[config.mk]
export PLATFORM = sky130hd
export DESIGN_NAME = rsa_cmd_responder
export DESIGN_NICKNAME = d
export VERILOG_FILES = /design/src/rtl/rsa_cmd_pkg.sv /design/src/rtl/rsa_cmd_responder.sv
export SDC_FILE = /design/constraint.sdc
export NUM_CORES = 1
export LEC_CHECK = 0
export BUFFER_PORTS_ARGS = -buffer_cell sky130_fd_sc_hd__buf_2
export CAP_MARGIN = 0
export CELL_PAD_IN_SITES_DETAIL_PLACEMENT = 2
export CELL_PAD_IN_SITES_GLOBAL_PLACEMENT = 2
export CORE_AREA = 2 2 69 104
export DETAILED_ROUTE_END_ITERATION = 12
export DIE_AREA = 0 0 71 106
export PLACE_DENSITY = 0.8
export SYNTH_ARGS = -nofsm -noshare
export SYNTH_HDL_FRONTEND = slang
export SYNTH_SLANG_ARGS = --single-unit
[constraint.sdc]
create_clock -name clk -period 1.4 [get_ports clk]
set_input_delay 0.21 -clock clk [delete_from_list [all_inputs] [get_ports clk]]
set_output_delay 0.21 -clock clk [all_outputs]
set_load 0.01 [all_outputs]
[src/rtl/rsa_cmd_pkg.sv]
// Shared definitions for the RSA command responder: instruction codes, COMMAND
// and status bit positions, operand slot indices and the responder state set.
package rsa_cmd_pkg;

    localparam logic [2:0] INSTR_IDLE      = 3'd0;
    localparam logic [2:0] INSTR_COMP      = 3'd1;
    localparam logic [2:0] INSTR_READ_IN   = 3'd2;
    localparam logic [2:0] INSTR_WRITE_OUT = 3'd3;
    localparam logic [2:0] INSTR_ENCRYPT   = 3'd4;
    localparam logic [2:0] INSTR_DECRYPT   = 3'd5;

    localparam int CMD_INSTR_LSB   = 0;
    localparam int CMD_DATA_VALID  = 3;
    localparam int CMD_DONE_ACK    = 7;
    localparam int CMD_VALID       = 8;
    localparam int CMD_DATA_READY  = 9;
    localparam int CMD_PCNT_LSB    = 14;
    localparam int CMD_PARAM_VALID = 17;

    localparam int STAT_TX_READY    = 4;
    localparam int STAT_DATA_READY  = 5;
    localparam int STAT_IS_DONE     = 6;
    localparam int STAT_PARAM_READY = 18;
    localparam int STAT_CMD_READY   = 19;
    localparam int STAT_ERR         = 20;

    localparam logic [2:0] PARAM_N      = 3'd0;
    localparam logic [2:0] PARAM_RMODN  = 3'd1;
    localparam logic [2:0] PARAM_M      = 3'd2;
    localparam logic [2:0] PARAM_R2MODN = 3'd3;
    localparam logic [2:0] PARAM_E      = 3'd4;

    typedef enum logic [2:0] {
        ST_IDLE,
        ST_CMD_ACK,
        ST_RX_WAIT,
        ST_RX_BUSY,
        ST_CORE_BUSY,
        ST_TX_WAIT,
        ST_TX_BUSY,
        ST_DONE
    } state_t;

    function automatic logic param_in_range(input logic [2:0] cnt);
        return (cnt <= PARAM_E);
    endfunction

endpackage

[src/rtl/rsa_cmd_responder.sv]
// Host command responder: registers the COMMAND word, sequences DMA/core work
// for each accepted instruction and reports progress through status_out.
module rsa_cmd_responder
    import rsa_cmd_pkg::*;
(
    input  logic        clk,
    input  logic        resetn,
    input  logic [31:0] host_cmd,
    output logic [31:0] status_out,
    output logic        dma_rx_start,
    output logic        dma_tx_start,
    input  logic        dma_rx_done,
    input  logic        dma_tx_done,
    output logic        core_start,
    output logic        core_mode,
    input  logic        core_done,
    output logic [2:0]  param_sel
);

    logic [31:0] cmd_r;
    logic        prev_valid_r;
    logic [2:0]  last_instr_r;
    state_t      state_r;
    logic        tx_ready_r, data_ready_r, is_done_r;
    logic        param_ready_r, cmd_ready_r, err_r;
    logic        dma_rx_start_r, dma_tx_start_r, core_start_r, core_mode_r;
    logic [2:0]  param_sel_r;
    logic [31:0] status_s;

    logic [2:0] instr_s;
    logic [2:0] pcnt_s;
    logic       data_valid_s, done_ack_s, cmd_valid_s, data_ready_in_s, param_valid_s;
    logic       accept_s;
    logic       unused_cmd_bits_s;

    assign instr_s         = cmd_r[CMD_INSTR_LSB +: 3];
    assign pcnt_s          = cmd_r[CMD_PCNT_LSB +: 3];
    assign data_valid_s    = cmd_r[CMD_DATA_VALID];
    assign done_ack_s      = cmd_r[CMD_DONE_ACK];
    assign cmd_valid_s     = cmd_r[CMD_VALID];
    assign data_ready_in_s = cmd_r[CMD_DATA_READY];
    assign param_valid_s   = cmd_r[CMD_PARAM_VALID];
    assign unused_cmd_bits_s = ^{cmd_r[31:18], cmd_r[13:10], cmd_r[6:4]};

    // A held-high valid re-triggers only when the instruction code changes.
    assign accept_s = (state_r == ST_IDLE) && cmd_valid_s && !done_ack_s &&
                      (!prev_valid_r || (instr_s != last_instr_r));

    // Status word assembly from the registered flags.
    always_comb begin
        status_s                   = 32'd0;
        status_s[STAT_TX_READY]    = tx_ready_r;
        status_s[STAT_DATA_READY]  = data_ready_r;
        status_s[STAT_IS_DONE]     = is_done_r;
        status_s[STAT_PARAM_READY] = param_ready_r;
        status_s[STAT_CMD_READY]   = cmd_ready_r;
        status_s[STAT_ERR]         = err_r;
    end

    assign status_out   = status_s;
    assign dma_rx_start = dma_rx_start_r;
    assign dma_tx_start = dma_tx_start_r;
    assign core_start   = core_start_r;
    assign core_mode    = core_mode_r;
    assign param_sel    = param_sel_r;

    // Command register, handshake flags and the responder state machine.
    always_ff @(posedge clk or negedge resetn) begin
        if (!resetn) begin
            cmd_r          <= 32'd0;
            prev_valid_r   <= 1'b0;
            last_instr_r   <= INSTR_IDLE;
            state_r        <= ST_IDLE;
            tx_ready_r     <= 1'b0;
            data_ready_r   <= 1'b0;
            is_done_r      <= 1'b0;
            param_ready_r  <= 1'b0;
            cmd_ready_r    <= 1'b0;
            err_r          <= 1'b0;
            dma_rx_start_r <= 1'b0;
            dma_tx_start_r <= 1'b0;
            core_start_r   <= 1'b0;
            core_mode_r    <= 1'b0;
            param_sel_r    <= PARAM_N;
        end else begin
            cmd_r          <= host_cmd;
            prev_valid_r   <= cmd_valid_s;
            dma_rx_start_r <= 1'b0;
            dma_tx_start_r <= 1'b0;
            core_start_r   <= 1'b0;

            // Flag clears come first so a same-cycle set below takes priority.
            if (!data_valid_s)    data_ready_r  <= 1'b0;
            if (!data_ready_in_s) tx_ready_r    <= 1'b0;
            if (!param_valid_s)   param_ready_r <= 1'b0;

            case (state_r)
                ST_IDLE: begin
                    if (param_valid_s) begin
                        param_ready_r <= 1'b1;
                        if (param_in_range(pcnt_s)) param_sel_r <= pcnt_s;
                        else                        err_r       <= 1'b1;
                    end
                    if (accept_s) begin
                        last_instr_r <= instr_s;
                        cmd_ready_r  <= 1'b1;
                        state_r      <= ST_CMD_ACK;
                    end
                end
                ST_CMD_ACK: begin
                    case (last_instr_r)
                        INSTR_READ_IN:   state_r <= ST_RX_WAIT;
                        INSTR_WRITE_OUT: state_r <= ST_TX_WAIT;
                        INSTR_ENCRYPT, INSTR_DECRYPT: begin
                            core_start_r <= 1'b1;
                            core_mode_r  <= last_instr_r[0];
                            state_r      <= ST_CORE_BUSY;
                        end
                        INSTR_IDLE, INSTR_COMP: begin
                            is_done_r <= 1'b1;
                            state_r   <= ST_DONE;
                        end
                        default: begin
                            err_r     <= 1'b1;
                            is_done_r <= 1'b1;
                            state_r   <= ST_DONE;
                        end
                    endcase
                end
                ST_RX_WAIT: begin
                    if (data_valid_s) begin
                        dma_rx_start_r <= 1'b1;
                        data_ready_r   <= 1'b1;
                        state_r        <= ST_RX_BUSY;
                    end
                end
                ST_RX_BUSY: begin
                    if (dma_rx_done) begin
                        is_done_r <= 1'b1;
                        state_r   <= ST_DONE;
                    end
                end
                ST_CORE_BUSY: begin
                    if (core_done) begin
                        is_done_r <= 1'b1;
                        state_r   <= ST_DONE;
                    end
                end
                ST_TX_WAIT: begin
                    if (data_ready_in_s) begin
                        dma_tx_start_r <= 1'b1;
                        state_r        <= ST_TX_BUSY;
                    end
                end
                ST_TX_BUSY: begin
                    if (dma_tx_done) begin
                        tx_ready_r <= 1'b1;
                        is_done_r  <= 1'b1;
                        state_r    <= ST_DONE;
                    end
                end
                ST_DONE: begin
                    if (done_ack_s) begin
                        is_done_r   <= 1'b0;
                        err_r       <= 1'b0;
                        cmd_ready_r <= 1'b0;
                        state_r     <= ST_IDLE;
                    end
                end
                default: state_r <= ST_IDLE;
            endcase
        end
    end

endmodule
After elaboration in Yosys (flattened, before gate mapping)
Cells that the tools add are included.

$lt $le $gt $ge: 1. Equal/unequal tests: 24. Reductions and logical operators: 21. Muxes and demuxes: 36.

Operators with widths (number): 2-to-1 mux 1 bit (24); one-hot mux 3 bit (8 select lines) (1); inequality test 2 bit (second input constant) (11); 2-to-1 mux 3 bit (7); == test 3 bit (second input constant) (6); == test 3 x 2 -> 1 bit (second input constant) (4); one-hot mux 3 bit (3 select lines) (1); AND reduction 7 bit (1); == test 3 x 1 -> 1 bit (second input constant) (2); logical NOT 3 bit (2); AND reduction 3 bit (2); AND reduction 6 bit (1); OR reduction 6 bit (1); one-hot mux 1 bit (5 select lines) (1); AND reduction 5 bit (1); nonzero test 5 bit (1); AND reduction 2 bit (2); OR reduction 4 bit (1); <= comparator 3 bit (second input constant) (1); logical AND 1 bit (3); inequality test 3 bit (1); one-hot mux 1 bit (3 select lines) (1); nonzero test 3 bit (1); logical NOT 1 bit (2); other kinds (4) (4).

Input port bits: 37. Bits in registers: 38. Word-level logic and storage cells: 97.

Longest topological paths before layout
Depth after elaboration: 6. Depth in mapped cells: 6. Mapped depth without buffers: 6.

Worst setup path after synthesis
OpenSTA, ideal clock, no wires.

Path kind: flip-flop to flip-flop. From: register state_r[1]. To: register param_sel_r[0] (netlist: param_sel[0]). Slack: -0.081 ns. Period minus slack after synthesis: 1.481 ns. Library setup time: 0.123 ns. Data arrival time: 1.358 ns. Cell stages (with the launch flop): 5. Required time: 1.277 ns. Path through: dfrtp_1 > buf_6 > or4b_4 > a211oi_1 > nor2_1.

Cells in the longest elaborated chain, start to end: 2.

Ends and longest elaborated chain: start, declared (line rsa_cmd_responder.sv:23) `state_t state_r;`; start signal, assigned (line rsa_cmd_responder.sv:73) `state_r <= ST_IDLE;`; start signal, assigned (line rsa_cmd_responder.sv:107) `state_r <= ST_CMD_ACK;`; start signal, assigned (line rsa_cmd_responder.sv:112) `INSTR_READ_IN: state_r <= ST_RX_WAIT;`; logical NOT 3 bit (line rsa_cmd_responder.sv:97) `case (state_r)`; AND reduction 3 bit (no source line); end signal, assigned (line rsa_cmd_responder.sv:101) `if (param_in_range(pcnt_s)) param_sel_r <= pcnt_s;`; end, declared (line rsa_cmd_responder.sv:27) `logic [2:0] param_sel_r;`.

Every way passes these cells. A chain may end at the register's enable or synchronous reset.

Worst setup path in the final report
Same ends and word-level chain as after synthesis.

==> flow_results.xml <==
<?xml version="1.0" encoding="UTF-8"?>
<metrics>
  <group name="placement">
    <metric name="placed_cell_area" unit="um2">1818</metric>
    <metric name="detailed_place_hpwl" unit="mm">2.894</metric>
    <metric name="gp_routability_congestion" unit="">0.8466</metric>
    <metric name="port_buffers" unit="">28</metric>
  </group>
  <group name="logic_synthesis">
    <metric name="synthAdderAreaFrac" unit="%">1.605</metric>
    <metric name="ys_warn_count" unit="">0</metric>
    <metric name="ys_async_sr_fraction" unit="%">100.0</metric>
    <metric name="netlist.area_leader.share" unit="%">49.76</metric>
    <metric name="post-synth-top-count-cell" unit="">sky130_fd_sc_hd__buf_4</metric>
    <metric name="yosys.area_share.xor_xnor" unit="%">1.685</metric>
    <metric name="synth_edf_count" unit="">0</metric>
    <metric name="synth_area_per_cell" unit="um2">10.46</metric>
    <metric name="ys_top_cells_by_count" unit="">sky130_fd_sc_hd__buf_4, sky130_fd_sc_hd__dfrtp_1, sky130_fd_sc_hd__nor2_1</metric>
    <metric name="largest_family_of_logic_cells_by_synthesized_area" unit="">buffers and inverters</metric>
    <metric name="synthSimpleGateAreaFrac" unit="%">14.93</metric>
    <metric name="number_of_register_bits_inferred_by_synthesis" unit="">31</metric>
    <metric name="synth_cells" unit="">149</metric>
    <metric name="ys_seq_area_share" unit="%">49.76</metric>
    <metric name="synth_cell_type_count" unit="">36</metric>
    <metric name="yosys_most_used_dff" unit="">sky130_fd_sc_hd__dfrtp_1</metric>
    <metric name="yosys-mux-area-fraction" unit="%">3.531</metric>
    <metric name="yosysTopAreaCell" unit="">sky130_fd_sc_hd__dfrtp_1</metric>
    <metric name="synth_compound_area_share" unit="%">9.791</metric>
    <metric name="netlist_area_pre_place" unit="um2">1559</metric>
    <metric name="synth.area.top_cells" unit="">sky130_fd_sc_hd__dfrtp_1, sky130_fd_sc_hd__buf_4, sky130_fd_sc_hd__nor2_1</metric>
  </group>
  <group name="floorplan">
    <metric name="core_region_area" unit="um2">6713</metric>
    <metric name="dieArea" unit="um2">7526</metric>
    <metric name="placementRows" unit="">37</metric>
    <metric name="die_w" unit="um">71</metric>
    <metric name="fp.dieH" unit="um">106</metric>
    <metric name="ios" unit="">76</metric>
    <metric name="initial_core_util" unit="%">23.22</metric>
  </group>
  <group name="hold_path">
    <metric name="hold_path.class" unit="">input port to register</metric>
    <metric name="holdPathEnd" unit="">cmd_r[9]$_DFF_PN0_</metric>
    <metric name="min_path_cells" unit="">1</metric>
    <metric name="hp-start" unit="">host_cmd[9]</metric>
  </group>
  <group name="worst_setup_path">
    <metric name="worst-endpoint-required" unit="ps">1570</metric>
    <metric name="crit_path_end_kind" unit="">register</metric>
    <metric name="timing_worst_setup_path_type" unit="">register to register</metric>
    <metric name="worstSetupStartpointType" unit="">register</metric>
    <metric name="worst_r2r_path_depth" unit="">4</metric>
    <metric name="timing.reg2reg.setup_slack" unit="ps">-150</metric>
    <metric name="r2r_start" unit="">state_r[1]$_DFFE_PN0P_</metric>
    <metric name="crit-reg2reg-capture" unit="">param_sel[0]$_DFFE_PN0P_</metric>
    <metric name="worst-endpoint-arrival" unit="ps">1720</metric>
    <metric name="path_max_fanout" unit="">8</metric>
  </group>
  <group name="global_route">
    <metric name="grt_overflow_total" unit="">0</metric>
    <metric name="grt_pass1_wl" unit="mm">6.644</metric>
    <metric name="antenna_found_initial" unit="">0</metric>
    <metric name="largest_net_degree_at_the_start_of_global_routing" unit="">18</metric>
    <metric name="via_count_of_the_first_global_routing_pass" unit="">1336</metric>
    <metric name="groute.usage.overall" unit="%">11.72</metric>
  </group>
  <group name="clock_network">
    <metric name="tritoncts" unit="">yes</metric>
    <metric name="clock_tree.buffer_depth" unit="">2</metric>
    <metric name="clock_insertion_delay_worst_skew" unit="ps">290</metric>
    <metric name="num_cts_buffers" unit="">5</metric>
    <metric name="cts_num_sinks" unit="">31</metric>
    <metric name="cts-htree-levels" unit="">2</metric>
    <metric name="cts_root_buf" unit="">sky130_fd_sc_hd__clkbuf_8</metric>
    <metric name="clk_pin_slew" unit="ps">70</metric>
  </group>
  <group name="outcome">
    <metric name="violations" unit="">setup timing</metric>
    <metric name="run_status" unit="">finished with violations</metric>
  </group>
  <group name="run">
    <metric name="cap_viol_max_count" unit="">0</metric>
  </group>
  <group name="finish">
    <metric name="post_route_cells_drive_above_1_share" unit="%">43.41</metric>
    <metric name="antenna_cells" unit="">0</metric>
    <metric name="multi_input_gate_area" unit="um2">665.6</metric>
    <metric name="post-route-cell-area" unit="um2">2053</metric>
    <metric name="area_growth" unit="%">31.70</metric>
    <metric name="fin_nets" unit="">243</metric>
    <metric name="register_area" unit="um2">779.5</metric>
    <metric name="finalCoreUtilization" unit="%">30.59</metric>
    <metric name="fill_cells" unit="">754</metric>
  </group>
  <group name="detailed_routing">
    <metric name="detail_route.iter0.violations" unit="">38</metric>
    <metric name="drtAntennaViolNets" unit="">0</metric>
    <metric name="drcViolationCount" unit="">0</metric>
    <metric name="routed_via_density" unit="">4.223</metric>
    <metric name="post_dr_wirelength_cell" unit="um">13.93</metric>
    <metric name="first_pass_iters" unit="">3</metric>
    <metric name="route.final.wire_length" unit="mm">3.942</metric>
    <metric name="num_vias" unit="">1195</metric>
  </group>
  <group name="timing">
    <metric name="final.min_clock_period" unit="ps">1546</metric>
    <metric name="finalMaxSlewViolations" unit="">0</metric>
    <metric name="timing.final.setup_violations" unit="">10</metric>
    <metric name="worst_clock_skew" unit="ps">6.779</metric>
    <metric name="fin_ws" unit="ps">-146.1</metric>
    <metric name="setup_repair_after_global_routing_missed_its_margin" unit="">yes</metric>
    <metric name="hold_viol" unit="">0</metric>
    <metric name="period_share" unit="%">110.4</metric>
    <metric name="max_clock_freq" unit="GHz">0.6468</metric>
  </group>
  <group name="power_and_ir_drop">
    <metric name="post-layout-total-power" unit="uW">3819</metric>
    <metric name="static-leakage-power" unit="uW">0.001016</metric>
    <metric name="power_density" unit="nW/um2">1860</metric>
    <metric name="vdd_drop_max" unit="V">0.0004470</metric>
  </group>
</metrics>
-- worst max path at each step --
stage	cells after the start	from	to	slack (ps)
2_1_floorplan	4	state_r[1]$_DFFE_PN0P_	param_sel[0]$_DFFE_PN0P_	-60
3_3_place_gp	4	state_r[1]$_DFFE_PN0P_	state_r[0]$_DFFE_PN0P_	-180
3_5_place_dp	4	state_r[1]$_DFFE_PN0P_	state_r[0]$_DFFE_PN0P_	-280
4_1_cts	5	state_r[1]$_DFFE_PN0P_	param_sel[1]$_DFFE_PN0P_	-140
5_1_grt	4	state_r[2]$_DFFE_PN0P_	state_r[0]$_DFFE_PN0P_	-190
6_report	4	state_r[1]$_DFFE_PN0P_	param_sel[0]$_DFFE_PN0P_	-150
-- state kept, by name, indices dropped and copies added, names as in the netlist --
signal and flops:
dma_tx_start 1, param_sel 3, dma_rx_start 1, tx_ready_r 1, param_ready_r 1, is_done_r 1
data_ready_r 1, core_mode 1, cmd_ready_r 1, core_start 1, prev_valid_r 1, state_r 3
last_instr_r 3, cmd_r 11, err_r 1
-- metrics by stage --
stage | cells | setup TNS, ps | hold WS (ps) | setup slack [ps]
finish | 283 | -867.8 | 21.11 | -146.1
global route | 283 | -1476 | 12.58 | -190.4
CTS | 280 | -825.5 | 18.74 | -142.1
detailed placement | 267 | -2182 | 159.6 | -284.6
global placement | 267 | -1429 | 158.0 | -179.0
floorplan | 174 | -232.2 | -85.59 | -56.86
-- final cells by class --
type,count,area share (%)
clock buffers,8,4.875
inverters,4,0.7313
multi-input cells,103,32.42
flip-flops and latches,31,37.96
well taps,78,4.753
repair buffers,59,19.26
-- report_power, final --
group / switching, uW / internal (uW) / total, uW
Combinational: 836 / 884 / 1720
Sequential: 211 / 1100 / 1310
Clock: 338 / 448 / 786
-- routing by layer --
layer / GRT usage [%] / vias to the layer above / wire, um
li1: - / 555 / -
met4: 5.660 / 0 / 97
met1: 11.72 / 592 / 1378
met2: 21.76 / 42 / 2218
met3: 3.223 / 6 / 249
met5: 0 / - / 0
-- critical path, stage by stage, from the launching register on --
cell	delay (ps)
sky130_fd_sc_hd__dfrtp_2	480
sky130_fd_sc_hd__buf_6	140
sky130_fd_sc_hd__or4b_4	560
sky130_fd_sc_hd__a211oi_2	180
sky130_fd_sc_hd__nor2_1	70
-- repair_timing --
| action | in CTS | in global routing |
|---|---|---|
| gates cloned | 0 | 0 |
| pin swaps | 6 | 3 |
| buffers inserted | 5 | 3 |
| endpoints found under the hold margin | 14 | 0 |
| endpoints found under the setup margin | 12 | 12 |
| resized for setup | 15 | 3 |
| hold buffers | 1 | 0 |
-- kinds of logic after synthesis --
group                    after synthesis
AND/OR/NAND/NOR                       43
buffers and inverters                 40
flip-flops                            31
AO/OA/AOI/OAI                         24
multiplexers                           5
XOR/XNOR                               3
adder cells (fa/ha/maj)                2
other                                  1
-- placed cells by master (no fill, tap or decap), types with 4 or more instances in the layout --
master                     instances
sky130_fd_sc_hd__a21oi_1           8
sky130_fd_sc_hd__buf_2            28
sky130_fd_sc_hd__buf_4            27
sky130_fd_sc_hd__clkbuf_8          7
sky130_fd_sc_hd__conb_1           26
sky130_fd_sc_hd__dfrtp_1          28
sky130_fd_sc_hd__mux2_2            4
sky130_fd_sc_hd__nand2_1           8
sky130_fd_sc_hd__nor2_1           12
sky130_fd_sc_hd__o21ai_0           4
Note: power is estimated with default switching activity, not from simulation.
